**src/rtl/imm_decode_stage.sv**
```systemverilog
// imm_decode_stage: RV32I immediate decode with a two-entry skid buffer.
// The opcode is decoded and the immediate extended combinationally on the input side.
// The result is captured when the instruction is accepted, so it appears one cycle later.
// o_ready comes only from registered state, so i_ready never reaches it combinationally.
module imm_decode_stage #(
  parameter int DATA_WIDTH = 32,
  parameter int CNT_WIDTH  = 16
) (
  input  logic                  clk,
  input  logic                  rst_n,
  input  logic                  i_valid,
  output logic                  o_ready,
  input  logic [DATA_WIDTH-1:0] i_instr,
  input  logic [DATA_WIDTH-1:0] i_pc,
  input  logic                  i_flush,
  output logic                  o_valid,
  input  logic                  i_ready,
  output logic [DATA_WIDTH-1:0] o_imm_ext,
  output logic [2:0]            o_imm_type,
  output logic [DATA_WIDTH-1:0] o_pc,
  output logic                  o_illegal,
  output logic [CNT_WIDTH-1:0]  o_illegal_cnt
);

  typedef enum logic [1:0] {
    ST_EMPTY,
    ST_ONE,
    ST_FULL
  } state_t;

  localparam logic [2:0] TYPE_I   = 3'b000;
  localparam logic [2:0] TYPE_S   = 3'b001;
  localparam logic [2:0] TYPE_B   = 3'b010;
  localparam logic [2:0] TYPE_J   = 3'b011;
  localparam logic [2:0] TYPE_U   = 3'b100;
  localparam logic [2:0] TYPE_CSR = 3'b101;

  localparam logic [CNT_WIDTH-1:0] CNT_MAX = {CNT_WIDTH{1'b1}};
  localparam logic [CNT_WIDTH-1:0] CNT_ONE = {{(CNT_WIDTH-1){1'b0}}, 1'b1};

  state_t state;
  state_t state_next;

  logic [DATA_WIDTH-1:0] dec_imm;
  logic [2:0]            dec_type;
  logic                  dec_illegal;

  logic [DATA_WIDTH-1:0] out_imm;
  logic [2:0]            out_type;
  logic [DATA_WIDTH-1:0] out_pc;
  logic                  out_illegal;

  logic [DATA_WIDTH-1:0] skid_imm;
  logic [2:0]            skid_type;
  logic [DATA_WIDTH-1:0] skid_pc;
  logic                  skid_illegal;

  logic [CNT_WIDTH-1:0]  illegal_cnt;

  logic accept;
  logic xfer;
  logic load_out_new;
  logic load_out_skid;
  logic load_skid;

  assign o_ready       = (state != ST_FULL);
  assign o_valid       = (state != ST_EMPTY);
  assign accept        = i_valid && o_ready;
  assign xfer          = o_valid && i_ready;
  assign o_imm_ext     = out_imm;
  assign o_imm_type    = out_type;
  assign o_pc          = out_pc;
  assign o_illegal     = out_illegal;
  assign o_illegal_cnt = illegal_cnt;

  // Classify the incoming opcode and build its sign/zero-extended immediate
  always_comb begin
    dec_type    = TYPE_I;
    dec_imm     = '0;
    dec_illegal = 1'b0;
    case (i_instr[6:0])
      7'b0010011, 7'b0000011, 7'b1100111, 7'b0001111: begin
        dec_type = TYPE_I;
        dec_imm  = {{20{i_instr[31]}}, i_instr[31:20]};
      end
      7'b0100011: begin
        dec_type = TYPE_S;
        dec_imm  = {{20{i_instr[31]}}, i_instr[31:25], i_instr[11:7]};
      end
      7'b1100011: begin
        dec_type = TYPE_B;
        dec_imm  = {{19{i_instr[31]}}, i_instr[31], i_instr[7], i_instr[30:25],
                    i_instr[11:8], 1'b0};
      end
      7'b1101111: begin
        dec_type = TYPE_J;
        dec_imm  = {{11{i_instr[31]}}, i_instr[31], i_instr[19:12], i_instr[20],
                    i_instr[30:21], 1'b0};
      end
      7'b0110111, 7'b0010111: begin
        dec_type = TYPE_U;
        dec_imm  = {i_instr[31:12], 12'b0};
      end
      7'b1110011: begin
        if (i_instr[14]) begin
          dec_type = TYPE_CSR;
          dec_imm  = {27'b0, i_instr[19:15]};
        end else begin
          dec_type = TYPE_I;
          dec_imm  = {{20{i_instr[31]}}, i_instr[31:20]};
        end
      end
      7'b0110011: begin
        dec_type = TYPE_I;
        dec_imm  = '0;
      end
      default: begin
        dec_type    = TYPE_I;
        dec_imm     = '0;
        dec_illegal = 1'b1;
      end
    endcase
  end

  // Work out the next buffer occupancy and which registers load this cycle
  always_comb begin
    state_next    = state;
    load_out_new  = 1'b0;
    load_out_skid = 1'b0;
    load_skid     = 1'b0;
    if (i_flush) begin
      state_next = ST_EMPTY;
    end else begin
      case (state)
        ST_EMPTY: begin
          if (accept) begin
            state_next   = ST_ONE;
            load_out_new = 1'b1;
          end
        end
        ST_ONE: begin
          if (accept && xfer) begin
            state_next   = ST_ONE;
            load_out_new = 1'b1;
          end else if (accept) begin
            state_next = ST_FULL;
            load_skid  = 1'b1;
          end else if (xfer) begin
            state_next = ST_EMPTY;
          end
        end
        ST_FULL: begin
          if (xfer) begin
            state_next    = ST_ONE;
            load_out_skid = 1'b1;
          end
        end
        default: state_next = ST_EMPTY;
      endcase
    end
  end

  // Advance the buffer state; reset takes priority over flush and handshakes
  always_ff @(posedge clk) begin
    if (!rst_n) begin
      state <= ST_EMPTY;
    end else begin
      state <= state_next;
    end
  end

  // Output register loads a fresh decode or the entry waiting in the skid register
  always_ff @(posedge clk) begin
    if (!rst_n) begin
      out_imm     <= '0;
      out_type    <= TYPE_I;
      out_pc      <= '0;
      out_illegal <= 1'b0;
    end else if (load_out_new) begin
      out_imm     <= dec_imm;
      out_type    <= dec_type;
      out_pc      <= i_pc;
      out_illegal <= dec_illegal;
    end else if (load_out_skid) begin
      out_imm     <= skid_imm;
      out_type    <= skid_type;
      out_pc      <= skid_pc;
      out_illegal <= skid_illegal;
    end
  end

  // Skid register catches the second entry while the output is stalled
  always_ff @(posedge clk) begin
    if (!rst_n) begin
      skid_imm     <= '0;
      skid_type    <= TYPE_I;
      skid_pc      <= '0;
      skid_illegal <= 1'b0;
    end else if (load_skid) begin
      skid_imm     <= dec_imm;
      skid_type    <= dec_type;
      skid_pc      <= i_pc;
      skid_illegal <= dec_illegal;
    end
  end

  // Count accepted illegal instructions, ignoring flushed inputs and saturating at the top
  always_ff @(posedge clk) begin
    if (!rst_n) begin
      illegal_cnt <= '0;
    end else if (accept && dec_illegal && !i_flush && (illegal_cnt != CNT_MAX)) begin
      illegal_cnt <= illegal_cnt + CNT_ONE;
    end
  end

endmodule

```
**config.mk**
```make
export PLATFORM = sky130hd
export DESIGN_NAME = imm_decode_stage
export DESIGN_NICKNAME = d
export VERILOG_FILES = /design/src/rtl/imm_decode_stage.sv
export SDC_FILE = /design/constraint.sdc
export NUM_CORES = 1
export LEC_CHECK = 0
export ABC_AREA = 1
export CAP_MARGIN = 5
export CORE_ASPECT_RATIO = 1.75
export CORE_UTILIZATION = 52
export DETAILED_ROUTE_END_ITERATION = 6
export PLACE_DENSITY = 0.78
export SYNTH_ARGS = -nofsm -noshare
export SYNTH_HDL_FRONTEND = slang
export SYNTH_SLANG_ARGS = --single-unit
```
**constraint.sdc**
```tcl
create_clock -name clk -period 2.2 [get_ports clk]
set_input_delay 0.44 -clock clk [delete_from_list [all_inputs] [get_ports clk]]
set_output_delay 0.44 -clock clk [all_outputs]
set_load 0.005 [all_outputs]
```
After elaboration in Yosys (flattened, before gate mapping)
Cells that the tools add are included.
{"block": "word_totals", "reg_bits": 154, "out_inout_bits": 86}
{"block": "op_classes", "add_sub_neg": 1, "n_eq_ne": 18, "mux": 29, "n_bitwise": 1, "n_reduce_logical": 15}
{"operator": "$pmux 32 s6", "n": 1}
{"operator": "$mux 32", "n": 5}
{"operator": "$eq 7x7->1 const B", "n": 4}
{"operator": "$eq 7x6->1 const B", "n": 3}
{"operator": "$add 16x1->16 const B", "n": 1}
{"operator": "$ne 16x16->1 const B", "n": 1}
{"operator": "$pmux 3 s5", "n": 1}
{"operator": "$eq 7x5->1 const B", "n": 2}
{"operator": "$mux 1", "n": 12}
{"operator": "$reduce_or 11->1", "n": 1}
{"operator": "$mux 2", "n": 5}
{"operator": "$mux 3", "n": 3}
{"operator": "$eq 7x2->1 const B", "n": 1}
{"operator": "$eq 7x4->1 const B", "n": 1}
{"operator": "$logic_and 1x1->1", "n": 6}
{"operator": "$ne 2x2->1 const B", "n": 3}
{"operator": "$pmux 2 s3", "n": 1}
{"operator": "$ne 4x4->1 const B", "n": 1}
{"operator": "$reduce_bool 2->1", "n": 2}
{"operator": "$reduce_or 2->1", "n": 2}
{"operator": "$reduce_or 4->1", "n": 1}
{"operator": "$reduce_and 3->1", "n": 1}
{"operator": "$eq 2x1->1 const B", "n": 1}
{"operator": "$eq 2x2->1 const B", "n": 1}
{"operator": "other kinds (4)", "n": 4}

Depth between registers and ports, before layout
Gate-level depths: netlist (run 1).
{"block": "depth", "depth_word": 7, "depth_mapped": 12, "depth_no_buf": 11}

Worst setup path after synthesis (run 1)
Ideal clock, no wire load.
{"block": "synth_path", "path_kind": "flip-flop to flip-flop", "from": "register illegal_cnt[0] (netlist: o_illegal_cnt[0])", "to": "register illegal_cnt[5] (netlist: o_illegal_cnt[5])", "setup_time_ns": 0.068, "arrival_ns": 1.572, "required_ns": 2.132, "setup_slack_ns": 0.560, "stages_incl_launch_ff": 9, "path_buffers": 1, "synth_period_minus_slack_ns": 1.640, "cell_sequence": "dfxtp_1 > ha_1 > nand3_1 > nor2_4 > nand4_4 > nand4_2 > buf_2 > nand2_1 > a21oi_2"}
{"block": "synth_via", "elab_chain_cells": 2, "word_cells_on_any_way": 3, "cone_classes": "1 x add/sub; 1 x eq/ne; 1 x reduce/logical"}
{"item": "from (decl)", "line": "58", "text": "logic [CNT_WIDTH-1:0] illegal_cnt;"}
{"item": "from (signal assigned)", "line": "212", "text": "illegal_cnt <= illegal_cnt + CNT_ONE;"}
{"item": "parallel branches: the longest is 2 deep, another holds $add 16x1->16"}
Several ways; the timed one is not identified.
A chain may end at the register's enable or synchronous reset.

Worst setup path after layout (run 1)
{"block": "layout_path", "from": "register state[1]", "to": "output o_ready"}
{"block": "layout_via", "elab_chain_cells": 1}
{"item": "from (decl)", "line": "41", "text": "state_t state;"}
{"item": "from (signal assigned)", "line": "168", "text": "state <= state_next;"}
{"item": "$ne 2x2->1", "line": "66", "text": "assign o_ready = (state != ST_FULL);"}
{"item": "to (decl)", "line": "12", "text": "output logic o_ready,"}
Every way passes these cells.

==> reports/results.env, run 1 <==
CAP_VIOLATIONS=0
POWER.COMBINATIONAL.FRACTION_PCT=12.1
GRT_SETUP_UNREPAIRED='no'
CRIT_PATH_START_KIND='register'
CLOCK_SKEW_NS=0.00686
DETAILEDPLACE.WORSTSLACK_NS=-0.132
DRT-INITIAL-DRC-COUNT=354
ANTENNA_VIOLATING_NETS_POST_ROUTE=0
HOLD_VIOL_FINAL=0
CLK_TRANSITION_REPORTED_PATHS_NS=0.07
SEQ_AREA_FRAC_SYNTH_PCT=39.3
PATH_MAX_FANOUT=3
TRITONCTS.NUM_BUFFERS=17
TOTAL_WIRE_LENGTH_AFTER_DETAILED_ROUTING_MM=22.5
YS_ASYNC_SR_FRACTION_PCT=0
GRT_FIRST_PASS_WIRELENGTH_MM=36.5
P_INT_uW=4930
CORE_REGION_AREA_UM2=14800
SYN-CELL-AREA_UM2=7840
PORT_BUFFERS=154
CRITPATHCAPTURETYPE='output port'
YOSYS_MOST_USED_DFF='sky130_fd_sc_hd__dfxtp_1'
SYNTH_AREA_PER_CELL_UM2=6.79
LAYOUT.CELLS.NON_FILLER=1498
SYN2LAYOUT_AREA_GROWTH_PCT=31.7
SYNTH_COMMON_CELLS='241 x sky130_fd_sc_hd__nand2_1, 176 x sky130_fd_sc_hd__inv_1, 154 x sky130_fd_sc_hd__dfxtp_1'
NUMBER_OF_VIAS_PER_CELL=5.45
CTS_HOLD_REPAIR.BUFFERS=0
WL_PER_CELL_UM=15.0
WP_DATA_ARRIVAL_NS=1.58
WORST_PIN_SLEW_NS=0.678
TRITONCTS='built'
POSTSYNTHCELLCOUNT=1154
SYNTH.LARGEST_AREA_CELL='sky130_fd_sc_hd__dfxtp_1'
INITIAL_ANTENNA_VIOLATION_COUNT=0
YOSYSMOSTFREQUENTCELL='sky130_fd_sc_hd__nand2_1'
GR-USAGE-ALL-LAYERS_PCT=29.8
POSTCTSSETUPREPAIRBUFS=0
DIEWIDTH_UM=94.8
PERIOD_NEEDED_NS=2.02
SYNTH.YOSYS.WARNINGS=0
SYNTH_ENABLE_FLOP_CELLS=0
PLACE.DETAILED.INSTANCES=1466
IOS=155
R2R_SLACK_NS=0.40
CLOCK_POWER_SHARE_PCT=44.3
CTS.REPAIR.RESIZED=0
TOTALNEGATIVESETUPSLACK_NS=0
WORSTPATHREQUIRED_NS=1.76
GRT_REMAINING_OVERFLOW=0
SWSHARE_PCT=26.6
RELSLEWSLACK_PCT=54.8
HTREE_NUM_LEVELS=4
MAX_CLOCK_FREQ_MHz=495
MIN_PATH_TYPE='reg2reg'
ROOT_BUFFER='sky130_fd_sc_hd__clkbuf_16'
POSTSYNTHREGISTERBITS=154
HPWL_MM=15.2
OUTCOME='finished clean'
WORST_IR_DROP_VDD_mV=0.663
SYNTH_TOP_AREA_SHARE_PCT=39.3
POWERDENSITY_nW_PER_UM2=650
ANTENNADIODECOUNT=0
FLOORPLAN.DIE_AREA_UM2=15600
SETUP_VIOLATIONS=0
POWER_LEAKAGE_uW=0.00440
P_SWITCHING_uW=1780
CRITICAL_PATH_CLASS='reg2out'
CLOCK_SINK_COUNT=154
CLK_PATH_BUF_DEPTH=2
INITIAL_CORE_UTIL_PCT=53.1
GRT_PASS1_VIAS=7947
FINAL_NETS=1372
POST-ROUTE-WORST-SETUP-SLACK_NS=0.180
DRT-PASS1-ITER-COUNT=6
TOP_AREA_CELLS_IN_THE_SYNTHESIZED_NETLIST='sky130_fd_sc_hd__dfxtp_1 39%, sky130_fd_sc_hd__nand2_1 12%, sky130_fd_sc_hd__inv_1 8.4%, sky130_fd_sc_hd__a21oi_1 5.7%, sky130_fd_sc_hd__nor2_1 5.3%'
TIMING.FINAL.MAX_SLEW_VIOLATIONS=0
GRT_MAX_DEGREE=78
DIE_H_UM=164
ROWS=59
FIN_CRIT_SHARE_PCT=91.8
SHARE_OF_FINAL_LAYOUT_STANDARD_CELLS_STRONGER_THAN_DRIVE_STRENGTH_1_PCT=10.5
GP_ROUTABILITY_CONGESTION=0.985
VIA_COUNT=8160
SYNTH.DISTINCT_CELLS=37
WORSTSKEWPAIRLATENCY_NS=0.42
SHARE_SEQ_OF_TOTAL_POWER_PCT=43.6
REMAINING_DESIGN_RULE_VIOLATION_COUNT=0
SYNTH.NET_COUNT=1224
## per-stage QoR
step | utilization, % | total power (uW) | hold slack (ns) | instance area (um^2)
4_1_cts | 69.9 | 6730 | 0.454 | 10300
5_1_grt | 69.9 | 6950 | 0.470 | 10300
3_3_place_gp | 65.9 | 3790 | 0.439 | 9720
3_5_place_dp | 65.9 | 3800 | 0.444 | 9720
6_report | 69.9 | 6710 | 0.453 | 10300
2_1_floorplan | - | 3360 | 0.430 | 7840
## metal layers
layer | global-route usage, % | vias to the layer above | routed length [um]
met5 | 0 | - | 0
met4 | 19.1 | 0 | 1230
met3 | 5.39 | 87 | 1300
met2 | 53.5 | 310 | 11500
met1 | 31.3 | 3760 | 8500
li1 | - | 4003 | -
## cells by family (layout without fill, tap and decap cells)
| kind of cell | Yosys count | after routing | synth area share, % |
|---|---|---|---|
| compound gates | 224 | 224 | 17.6 |
| xor+xnor | 12 | 12 | 1.34 |
| fa+ha+maj | 1 | 1 | 0.160 |
| buf+inv | 279 | 440 | 14.1 |
| flops | 154 | 154 | 39.3 |
| simple gates | 484 | 484 | 27.5 |
## layout by cell type, fill, tap and decap left out, types with 2 or more instances in the layout
master / count
sky130_fd_sc_hd__nor2_1: 109
sky130_fd_sc_hd__a21oi_2: 8
sky130_fd_sc_hd__nand3_2: 11
sky130_fd_sc_hd__clkbuf_16: 17
sky130_fd_sc_hd__o21ai_1: 20
sky130_fd_sc_hd__a221oi_1: 32
sky130_fd_sc_hd__buf_12: 7
sky130_fd_sc_hd__nor3_1: 12
sky130_fd_sc_hd__nand4_1: 25
sky130_fd_sc_hd__clkinv_1: 13
sky130_fd_sc_hd__dfxtp_1: 154
sky130_fd_sc_hd__nand3_1: 65
sky130_fd_sc_hd__buf_4: 38
sky130_fd_sc_hd__inv_6: 4
sky130_fd_sc_hd__inv_8: 2
sky130_fd_sc_hd__nor2_4: 4
sky130_fd_sc_hd__a21oi_1: 89
sky130_fd_sc_hd__o21ai_0: 32
sky130_fd_sc_hd__clkdlybuf4s50_1: 153
sky130_fd_sc_hd__xnor2_1: 3
sky130_fd_sc_hd__o211ai_1: 32
sky130_fd_sc_hd__clkinv_4: 5
sky130_fd_sc_hd__a22oi_1: 8
sky130_fd_sc_hd__inv_1: 175
sky130_fd_sc_hd__nand2_2: 4
sky130_fd_sc_hd__nor2_2: 7
sky130_fd_sc_hd__inv_2: 20
sky130_fd_sc_hd__nand2_1: 241
sky130_fd_sc_hd__xor2_1: 9
## sequential cells by signal, summed over array words and instances (netlist names)
name	flops
o_illegal	1
o_illegal_cnt	16
o_imm_ext	32
o_imm_type	3
o_pc	32
skid_illegal	1
skid_imm	32
skid_pc	32
skid_type	3
state	2
## worst max-delay path, stage by stage (launching register included)
cell and delay (ns):
sky130_fd_sc_hd__dfxtp_1 0.38, sky130_fd_sc_hd__inv_2 0.06, sky130_fd_sc_hd__nor2_2 0.18, sky130_fd_sc_hd__inv_1 0.08, sky130_fd_sc_hd__clkdlybuf4s50_1 0.46
## power groups by stage
stage / registers (uW) / logic, uW / clock network [uW]
final: 2930 / 813 / 2970
after global routing: 2940 / 893 / 3120
after CTS: 2930 / 815 / 2990
after detailed placement: 2990 / 808 / 0
after global placement: 2990 / 798 / 0
after floorplan: 2990 / 375 / 0
## final cells by class
class / count / area (um^2)
clock buffers: 18 / 439
clock inverters: 14 / 155
fillers: 1258 / 4440
inverters: 209 / 787
multi-input cells: 721 / 3670
flip-flops and latches: 154 / 3080
well taps: 183 / 229
repair buffers: 199 / 1960
## worst paths after layout
| kind | from | end | cells after the start |
|---|---|---|---|
| setup / recovery | state[1]$_SDFFE_PP0P_ | o_ready | 4 |
| hold / removal | skid_pc[27]$_SDFFE_PN0P_ | skid_pc[27]$_SDFFE_PN0P_ | 2 |
| setup reg to reg | o_illegal_cnt[0]$_SDFFE_PN0P_ | o_illegal_cnt[1]$_SDFFE_PN0P_ | 7 |
| hold reg to reg | skid_pc[27]$_SDFFE_PN0P_ | skid_pc[27]$_SDFFE_PN0P_ | 2 |
Note: power is estimated with default switching activity, not from simulation.
==> inputs of run 2 (changes only) <==
==> constraint.sdc (replaced) <==
create_clock -name clk -period 2.2 [get_ports clk]
set_input_delay 0.33 -clock clk [delete_from_list [all_inputs] [get_ports clk]]
set_output_delay 0.33 -clock clk [all_outputs]
set_load 0.005 [all_outputs]
==> reports/results.env, run 2 (synthesized netlist as in run 1, its figures left out) <==
OUTCOME='finished clean'
LAYOUT.CELLS.NON_FILLER=1486
IOS=155
MOST-COMMON-LAYOUT-CELLS='241 x sky130_fd_sc_hd__nand2_1, 175 x sky130_fd_sc_hd__inv_1, 154 x sky130_fd_sc_hd__dfxtp_1'
CAP_VIOLATIONS=0
HOLDPATHSTAGES=3
SETUP_VIOLATIONS=0
CRITPATHCAPTURETYPE='output port'
FINAL_CORE_UTIL_PCT=69.4
ANTENNA_VIOLATING_NETS_POST_ROUTE=0
CLK_TRANSITION_REPORTED_PATHS_NS=0.07
GRT_SETUP_UNREPAIRED='no'
TOTAL_WIRE_LENGTH_AFTER_DETAILED_ROUTING_MM=22.2
HTREE_NUM_LEVELS=4
MIN_PATH_TYPE='in2reg'
PLACED_CELL_AREA_UM2=9650
PATH_MAX_FANOUT=3
INITIAL_ANTENNA_VIOLATION_COUNT=0
WORSTPATHREQUIRED_NS=1.87
FLOORPLAN.DIE_AREA_UM2=15600
DRT-INITIAL-DRC-COUNT=575
HPWL_MM=14.7
CLK_PATH_BUF_DEPTH=2
PLACE.DETAILED.INSTANCES=1454
WORSTSKEWPAIRLATENCY_NS=0.43
GRT_MAX_DEGREE=76
POWERDENSITY_nW_PER_UM2=656
HOLDWS_NS=0.295
TRITONCTS.NUM_BUFFERS=17
DIE_H_UM=164
FINAL_NETS=1360
SYN2LAYOUT_AREA_GROWTH_PCT=30.7
CTS_HOLD_REPAIR.BUFFERS=0
GRT_FIRST_PASS_WIRELENGTH_MM=35.8
VIA_COUNT=8021
SHARE_OF_FINAL_LAYOUT_STANDARD_CELLS_STRONGER_THAN_DRIVE_STRENGTH_1_PCT=9.59
TIMING.FINAL.MAX_SLEW_VIOLATIONS=0
GRT_REMAINING_OVERFLOW=0
POWER_LEAKAGE_uW=0.00435
POST_ROUTE_CELL_AREA_UM2=10200
GP_ROUTABILITY_CONGESTION=0.935
FINAL_COMMON_CELL='sky130_fd_sc_hd__nand2_1'
RELSLEWSLACK_PCT=49.0
GRT_PASS1_VIAS=7574
INITIAL_CORE_UTIL_PCT=53.1
CLOCK_SKEW_NS=0.0111
NUMBER_OF_VIAS_PER_CELL=5.40
DIEWIDTH_UM=94.8
GR-USAGE-ALL-LAYERS_PCT=29.3
ANTENNADIODECOUNT=0
WP_DATA_ARRIVAL_NS=1.71
WL_PER_CELL_UM=15.0
TRITONCTS='built'
WORST_IR_DROP_VDD_mV=0.556
ROOT_BUFFER='sky130_fd_sc_hd__clkbuf_16'
REMAINING_DESIGN_RULE_VIOLATION_COUNT=0
CTS.REPAIR.RESIZED=0
CRIT_PATH_START_KIND='register'
WORSTREGTOREGCELLS=8
CRITICAL_PATH_CLASS='reg2out'
ROWS=59
HOLD_VIOL_FINAL=0
FIN_CRIT_SHARE_PCT=92.5
POSTCTSSETUPREPAIRBUFS=0
MAX_CLOCK_FREQ_MHz=491
CLOCK_SINK_COUNT=154
WORST_PIN_SLEW_NS=0.765
DRT-PASS1-ITER-COUNT=5
CORE_REGION_AREA_UM2=14800
PERIOD_NEEDED_NS=2.04
PORT_BUFFERS=154
run 2: cell count changes in the layout (fill, tap and decap cells not counted), sizes merged:
cell / delta
inv: +2
buf: -12
clkinv: -2
run 2: per-layer routing:
| layer | share of wire (%) | vias to the layer above | GRT usage (%) |
|---|---|---|---|
| li1 | - | 3978 | - |
| met1 | 38 | 3704 | 32.2 |
| met2 | 52 | 275 | 52.1 |
| met3 | 5.9 | 64 | 5.43 |
| met4 | 4.2 | 0 | 15.9 |
| met5 | 0 | - | 0 |
run 2: stage by stage:
stage	power, uW	worst slack (ns)	TNS (ns)
after global placement	3770	0.0354	0
after floorplan	3360	0.560	0
after CTS	6750	0.175	0
final	6720	0.165	0
after global routing	6960	0.104	0
after detailed placement	3780	-0.0334	-0.0481
run 2: final timing paths:
path | slack (ns) | from | to
worst min-delay path | 0.30 | rst_n | o_pc[25]$_SDFFE_PN0P_
worst max-delay path | 0.16 | state[1]$_SDFFE_PP0P_ | o_ready
worst min register to register | 0.45 | skid_pc[7]$_SDFFE_PN0P_ | skid_pc[7]$_SDFFE_PN0P_
worst max register to register | 0.38 | o_illegal_cnt[0]$_SDFFE_PN0P_ | o_illegal_cnt[14]$_SDFFE_PN0P_
run 2: area by class of cell:
cell class              count  area, um^2
inverters                 209         787
repair buffers            187        1880
clock buffers              18         439
flip-flops and latches    154        3080
well taps                 183         229
fillers                  1262        4520
clock inverters            14         154
multi-input cells         721        3660
run 2: power by group:
part,internal [uW],leakage (uW),total (uW),switching (uW)
registers,2880,0.00125,2930,50.7
clock network,1640,0.000291,2990,1350
logic,402,0.00280,800,398
run 2: worst max-delay path, cell delays in order (launching register included):
cell,delay (ns)
sky130_fd_sc_hd__dfxtp_1,0.38
sky130_fd_sc_hd__inv_2,0.06
sky130_fd_sc_hd__nor2_1,0.27
sky130_fd_sc_hd__inv_1,0.10
sky130_fd_sc_hd__clkdlybuf4s50_1,0.47
